### config.mk
export PLATFORM = sky130hd
export DESIGN_NAME = cluster_primary_sequencer
export DESIGN_NICKNAME = d
export VERILOG_FILES = /design/src/rtl/cluster_primary_sequencer.sv
export SDC_FILE = /design/constraint.sdc
export NUM_CORES = 2
export LEC_CHECK = 0
export CELL_PAD_IN_SITES_DETAIL_PLACEMENT = 2
export CELL_PAD_IN_SITES_GLOBAL_PLACEMENT = 2
export CORE_MARGIN = 2
export CORE_UTILIZATION = 32
export CTS_CLUSTER_DIAMETER = 40
export DETAILED_ROUTE_END_ITERATION = 10
export HOLD_SLACK_MARGIN = 0.1
export PLACE_DENSITY = 0.9
export SLEW_MARGIN = 5
export SYNTH_ARGS = -nofsm -noshare
export SYNTH_HDL_FRONTEND = slang
export SYNTH_SLANG_ARGS = --single-unit
### constraint.sdc
create_clock -name clock -period 7.8 [get_ports clock]
set_clock_uncertainty 0.1 [all_clocks]
set_input_delay 0.78 -clock clock [delete_from_list [all_inputs] [get_ports clock]]
set_output_delay 0.78 -clock clock [all_outputs]
set_load 0.05 [all_outputs]
### src/rtl/cluster_primary_sequencer.sv
// Drains one captured frame of cluster primaries into a one-per-clock cluster stream; 2-cycle start-to-first-cluster latency.
// No backpressure: start is ignored while busy; optional CLUSTER_SEQ_MSB_FIRST_EN emits highest address first.
module cluster_primary_sequencer #(
    parameter int MXKEYS     = 192,
    parameter int MXCNTBITS  = 3,
    parameter int MXCLUSTERS = 8,
    parameter int MXADRBITS  = 8,
    parameter int MXIDXBITS  = 3
) (
    input  logic                        clock,
    input  logic                        reset,
    input  logic                        start,
    input  logic [MXKEYS-1:0]           vpfs_in,
    input  logic [MXKEYS*MXCNTBITS-1:0] cnts_in,
    output logic                        busy,
    output logic                        cluster_valid,
    output logic [MXADRBITS-1:0]        cluster_adr,
    output logic [MXCNTBITS-1:0]        cluster_cnt,
    output logic [MXIDXBITS-1:0]        cluster_idx,
    output logic                        done,
    output logic                        overflow
);

    // One extra bit so the emitted counter can reach MXCLUSTERS itself.
    localparam int NW = MXIDXBITS + 1;

    typedef enum logic [1:0] {IDLE, SCAN, DONE} state_t;

    state_t                        state;
    state_t                        state_nxt;
    logic [MXKEYS-1:0]             mask;
    logic [MXKEYS*MXCNTBITS-1:0]   cnts_q;
    logic [NW-1:0]                 n;
    logic                          found;
    logic [MXADRBITS-1:0]          sel_adr;
    logic [MXCNTBITS-1:0]          sel_cnt;
    logic                          frame_end;

    // Priority encoder: first set bit in scan order wins.
    always_comb begin
        found   = 1'b0;
        sel_adr = '0;
        sel_cnt = '0;
`ifdef CLUSTER_SEQ_MSB_FIRST_EN
        for (int i = MXKEYS - 1; i >= 0; i--) begin
`else
        for (int i = 0; i < MXKEYS; i++) begin
`endif
            if (mask[i] && !found) begin
                found   = 1'b1;
                sel_adr = MXADRBITS'(i);
                sel_cnt = cnts_q[i*MXCNTBITS +: MXCNTBITS];
            end
        end
    end

    assign frame_end = (n == NW'(MXCLUSTERS)) || !found;

    always_comb begin
        state_nxt = state;
        case (state)
            IDLE:    if (start) state_nxt = SCAN;
            SCAN:    if (frame_end) state_nxt = DONE;
            DONE:    state_nxt = IDLE;
            default: state_nxt = IDLE;
        endcase
    end

    assign busy = (state != IDLE);
    assign done = (state == DONE);

    always_ff @(posedge clock) begin
        if (reset) begin
            state         <= IDLE;
            mask          <= '0;
            cnts_q        <= '0;
            n             <= '0;
            cluster_valid <= 1'b0;
            cluster_adr   <= '0;
            cluster_cnt   <= '0;
            cluster_idx   <= '0;
            overflow      <= 1'b0;
        end else begin
            state         <= state_nxt;
            cluster_valid <= 1'b0;
            overflow      <= 1'b0;
            case (state)
                IDLE: begin
                    if (start) begin
                        mask   <= vpfs_in;
                        cnts_q <= cnts_in;
                        n      <= '0;
                    end
                end
                SCAN: begin
                    if (frame_end) begin
                        // Anything still in the mask here was dropped by the cluster limit.
                        overflow <= |mask;
                    end else begin
                        cluster_valid <= 1'b1;
                        cluster_adr   <= sel_adr;
                        cluster_cnt   <= sel_cnt;
                        cluster_idx   <= n[MXIDXBITS-1:0];
                        mask          <= mask & ~(MXKEYS'(1) << sel_adr);
                        n             <= n + NW'(1);
                    end
                end
                default: ;
            endcase
        end
    end

endmodule
## After elaboration in Yosys (flattened, before gate mapping)

Index checks and enable logic that the tools add are counted.

| cells by class | value |
|---|---|
| shift operators | 1 |
| $mul | 0 |
| add/subtract/negate cells | 1 |
| eq/ne operators | 6 |
| bitwise operators | 4 |
| reduce and logical (&&, ||, !) cells | 394 |
| $lt $le $gt $ge | 0 |
| mux-type cells | 585 |
| divide/modulo/power cells | 0 |

Operators by type and width:

| kind | number |
|---|---|
| 8-bit two-way mux | 190 |
| 3-bit two-way mux | 192 |
| 192-bit two-way mux | 2 |
| 192-bit one-hot mux with 2 select lines | 1 |
| 1-bit two-way mux | 194 |
| 192-bit AND | 1 |
| 1-bit logical NOT | 192 |
| 192-bit NOT | 1 |
| 192-bit OR reduction | 1 |
| 1-bit by 8-bit << shifter with 192-bit output (first input constant) | 1 |
| 1-bit logical AND | 191 |
| 4-bit two-way mux | 2 |
| 4-bit one-hot mux with 2 select lines | 1 |
| 2-bit inequality test (second input constant) | 3 |
| 2-bit AND reduction | 3 |
| 4-bit by 1-bit adder with 4-bit output (second input constant) | 1 |
| 4-bit equality test (second input constant) | 1 |
| 2-bit two-way mux | 2 |
| 2-bit one-hot mux with 2 select lines | 1 |
| 2-bit nonzero test | 2 |
| 3-bit AND reduction | 1 |
| 3-bit OR reduction | 1 |
| 2-bit by 1-bit equality test with 1-bit output (second input constant) | 1 |
| 2-bit equality test (second input constant) | 1 |
| other kinds (4) | 5 |

| storage, ports and cells | value |
|---|---|
| bits in registers | 790 |
| input bits | 771 |
| latch bits | 0 |
| bits in writable memories | 0 |
| bits in read-only memories | 0 |
| memories | 0 |
| output and inout bits | 18 |

## Depth between registers and ports, before layout

| depth | value |
|---|---|
| depth in word-level cells | 579 |
| gate-level depth with buffers | 17 |

## Least setup slack after synthesis

OpenSTA, ideal clock, no wires.

| timing path | value |
|---|---|
| kind | register -> register |
| from | register mask[144] |
| to | register mask[126] |
| stages on the path, launching flop included | 14 |
| clock period less this slack | 3.800 ns |
| path buffers | 1 |
| arrival | 3.583 ns |
| setup time | 0.117 ns |
| slack | 4.000 ns |
| path through | dfxtp_1 -> buf_6 -> nor4_4 -> nand3_2 -> or4b_4 -> nor4_4 -> nand3_2 -> nor3_2 -> nor4_1 -> o41a_1 -> o21ai_4 -> a21oi_4 -> or4b_1 -> a32o_1 |

| between the ends | value |
|---|---|
| cells in the longest elaborated chain, start to end | 148 |
| elaborated cells between the ends (all ways) | 200 |

RTL lines:

| what | RTL line | RTL |
|---|---|---|
| from (decl) | 31 | `logic [MXKEYS-1:0] mask;` |
| from (signal assigned) | 90 | `mask <= vpfs_in;` |
| from (signal assigned) | 104 | `mask <= mask & ~(MXKEYS'(1) << sel_adr);` |
| 1-bit logical AND (*) | 49 | `if (mask[i] && !found) begin` |
| 1-bit two-way mux | 49 |  |
| 1-bit logical NOT | 49 |  |
| 1-bit logical AND | 49 |  |
| 1-bit two-way mux | 49 |  |
| 1-bit logical NOT | 49 |  |
| 1-bit logical AND | 49 |  |
| 1-bit two-way mux | 49 |  |
| [132 not listed] | -- |  |
| 1-bit logical NOT | 49 |  |
| 1-bit logical AND | 49 |  |
| 8-bit two-way mux | 49 |  |
| 1-bit by 8-bit << shifter with 192-bit output | 104 |  |
| 192-bit NOT | 104 |  |
| 192-bit AND | 104 |  |
| 192-bit two-way mux | 96 | `if (frame_end) begin` |
| 192-bit one-hot mux with 2 select lines | 87 | `case (state)` |

Mark *: on every way between the ends. The rest lies on a longest branch, timed or not. The select of a mux whose other input is x is not followed.
A chain may end at the register's enable or synchronous reset.

==> impl_metrics.toml <==
[clock_network]
postCtsHoldBufs = 0
insertion_delay_ps = 810
cts_resized = 0
clock-sinks = 790
cts_tree = "done"
clk_pin_slew_worst_paths_ps = 60
cts_setup_buffers = 0
h-tree-depth = 4
cts_buffers = 151
cts_max_path_buffers = 3
clock-root-buffer = "clkbuf_16"

[setup_path]
cp-start-kind = "flop"
cp-end-kind = "flop"
path_buf_inv = 0
cp_cell_sequence = "nor4_2, nand4_1, nor3_4, nand3_2, a2111oi_0, a211oi_1, a21o_1, a2111oi_0, o21ai_0, a21o_1, a21o_1, a211o_1"
path_max_fanout = 13
crit_family = "compound AO/OA/AOI/OAI gates"
cp_data_required_time_ps = 8380
cpMaxStageDelayCell = "a2111oi_0"
critPathArrivalTime_ps = 7070
cpMostUsedCell = "a21o_1"
path_class = "flop to flop"
slowest_delay_ps = 950

[hold_path]
worstHoldPathType = "flop to flop"

[power_and_ir_drop]
p_int_uw = 9720
combPwrFrac_pct = 17.2
max-vdd-ir-drop_v = 0.000182
seqPwrFrac_pct = 32.8
power_density_nw_per_um2 = 255
clockPowerShare_pct = 50.0
leakagePower_uw = 0.0201
p_sw_share_pct = 32.2
p_switching_uw = 4620

[drt]
wl_per_cell_um = 31.9
wl_met1_um = 102000
met2WireLength_um = 124000
first_iter_violations = 5154
wl_um = 266000
top_layer = "met5"
num_vias = 51600
wl_met3_um = 22800
dr.pass1.iters = 6
drc_errors = 0
final_antenna_net_count = 0
viasPerCell = 6.19

[synth]
synth-simple-area-share_pct = 28.4
synth_nets = 6705
synth_top_cell_by_area = "dfxtp_1"
synth_top_family_by_area = "simple AND/OR/NAND/NOR gates"
syn_area_per_cell_um2 = 7.08
yosysSeqAreaShare_pct = 37.7
synth_flop_cell = "dfxtp_1"
async_reset_ff_share_pct = 0
synthDistinctLibCells = 108
yosys_warnings = 0
synthCells = 5932
synth_edf_count = 0
synth_most_common_cell = "nand2_1"
synthMuxAreaShare_pct = 1.21
synth-compound-area-share_pct = 27.1
synthAdderAreaFrac_pct = 0.0596
synthesis.area_um2 = 42000
synth_xor_xnor_area_share_pct = 0.0417
synth_top_cell_area_share_pct = 37.7
synthTopCellsByCount = "nand2_1, a21oi_1, dfxtp_1"
ys_ff_latch = 790
synthTopCellsByArea = "dfxtp_1, nand2_1, a21oi_1"

[final_layout]
final_nets = 7230
synthToLayoutAreaGrowth_pct = 34.0
final_layout_size_suffix_gt1_share_pct = 6.93
multiInputGateArea_um2 = 24000
fill_cells = 14600
seq_area_um2 = 15800
utilization_pct = 43.3

[global_route]
grt_remaining_overflow = 0
grtUsageTotal_pct = 38.1
grt_max_degree = 184
antenna_found_initial = 36
grt_pass1_vias = 55300
grt_pass1_wl_um = 387000

[floorplanning]
die-area_um2 = 134000
placementRows = 132
start_util_pct = 32.4
ios = 789
core_region_area_um2 = 130000
die_height_um = 366
fp.dieW_um = 366

[run]
maxCapViolations = 0

[sta]
relSlewSlack_pct = 18.4
post-route-min-period_ps = 6490
post-route-period-util_pct = 83.2
finalSetupTns_ps = 0
rsz0062_at_grt = "no"
final_hold_viol_count = 0
setup_violations = 0
slew_violations = 0
max_freq_mhz = 154
tightest_slew_ps = 1220

[place]
hpwl_um = 186000
port_buffers = 788
gp_congestion = 0.985

[status]
status = "finished, final reports clean"
[power groups by stage]
stage | clock [uW] | sequential [uW] | combinational [uW]
2_1_floorplan | 0 | 4510 | 1300
3_3_place_gp | 0 | 4730 | 2250
3_5_place_dp | 0 | 4750 | 2320
4_1_cts | 7210 | 4690 | 2410
5_1_grt | 7390 | 4720 | 2590
6_report | 7170 | 4710 | 2470
[flip-flops by register name (all words and copies together), names as in the netlist]
signal	count
n	4
cluster_adr	8
cnts_q	576
cluster_idx	3
cluster_cnt	3
cluster_valid	1
overflow	1
state	2
mask	192
[cell usage in the layout, fill, tap and decap left out, types with 38 or more instances in the layout]
cell type	Yosys	routed
mux2i_1	44	44
a211oi_1	41	41
inv_1	98	98
o22ai_1	45	45
nand2_1	1520	1518
o21ai_0	318	318
clkbuf_16	0	160
a22oi_1	157	157
dfxtp_1	790	790
nor2b_1	64	63
nand4_1	64	64
nor4_1	48	46
and3_1	38	38
buf_4	3	69
nand3_1	85	84
a21oi_1	895	895
clkdlybuf4s50_1	0	787
nor2_1	432	432
nor3_1	116	116
[area by class of cell]
| class | count | share of cell area, % |
|---|---|---|
| multi-input combinational | 4554 | 42.6 |
| sequential | 790 | 28.1 |
| timing repair buffer | 862 | 15.1 |
| clock buffer | 186 | 7.56 |
| tap | 1742 | 3.87 |
| clock inverter | 91 | 2.09 |
| inverter | 98 | 0.654 |
| antenna | 14 | 0.0623 |
[through the flow]
stage          hold WS [ps]  total power [uW]  setup WS (ps)  area [um^2]  cells
3_5_place_dp            352              7070           1250        50800   8045
2_1_floorplan           331              5800           4000        42000   5932
5_1_grt                 382             14700           1080        56300   8328
6_report                360             14300           1310        56300   8337
3_3_place_gp            341              6980           1350        50800   8045
4_1_cts                 360             14300           1230        56200   8322
[kinds of logic (layout without fill, tap and decap cells)]
kind of cell	Yosys count	count (layout)
buf+inv	588	1237
xor+xnor	2	2
fa+ha+maj	2	2
other cells	0	14
mux	50	50
flops	790	790
compound gates	1868	1868
simple gates	2632	2632
[routing by layer]
layer / vias to the layer above / GRT usage, %
li1: 22100 / -
met1: 26000 / 44.8
met2: 2738 / 62.6
met3: 807 / 9.34
met4: 38 / 23.0
met5: - / 0
[worst paths after layout]
check                                              start                          end  slack (ps)  cells past startpoint
worst max register to register     mask[32]$_SDFFE_PP0P_  cluster_cnt[1]$_SDFFE_PP0P_        1310                     12
worst min register to register  cnts_q[161]$_SDFFE_PP0P_     cnts_q[161]$_SDFFE_PP0P_         360                      2
worst max-delay path               mask[32]$_SDFFE_PP0P_  cluster_cnt[1]$_SDFFE_PP0P_        1310                     12
worst min-delay path            cnts_q[161]$_SDFFE_PP0P_     cnts_q[161]$_SDFFE_PP0P_         360                      2
[worst register-to-register path: stages (launching register included)]
cell       delay, ps
dfxtp_1          450
nor4_2           730
nand4_1          540
nor3_4           720
nand3_2          460
a2111oi_0        950
a211oi_1         120
a21o_1           200
a2111oi_0        790
o21ai_0          570
a21o_1           300
a21o_1           190
a211o_1          250
Note: power is estimated with default switching activity, not from simulation.
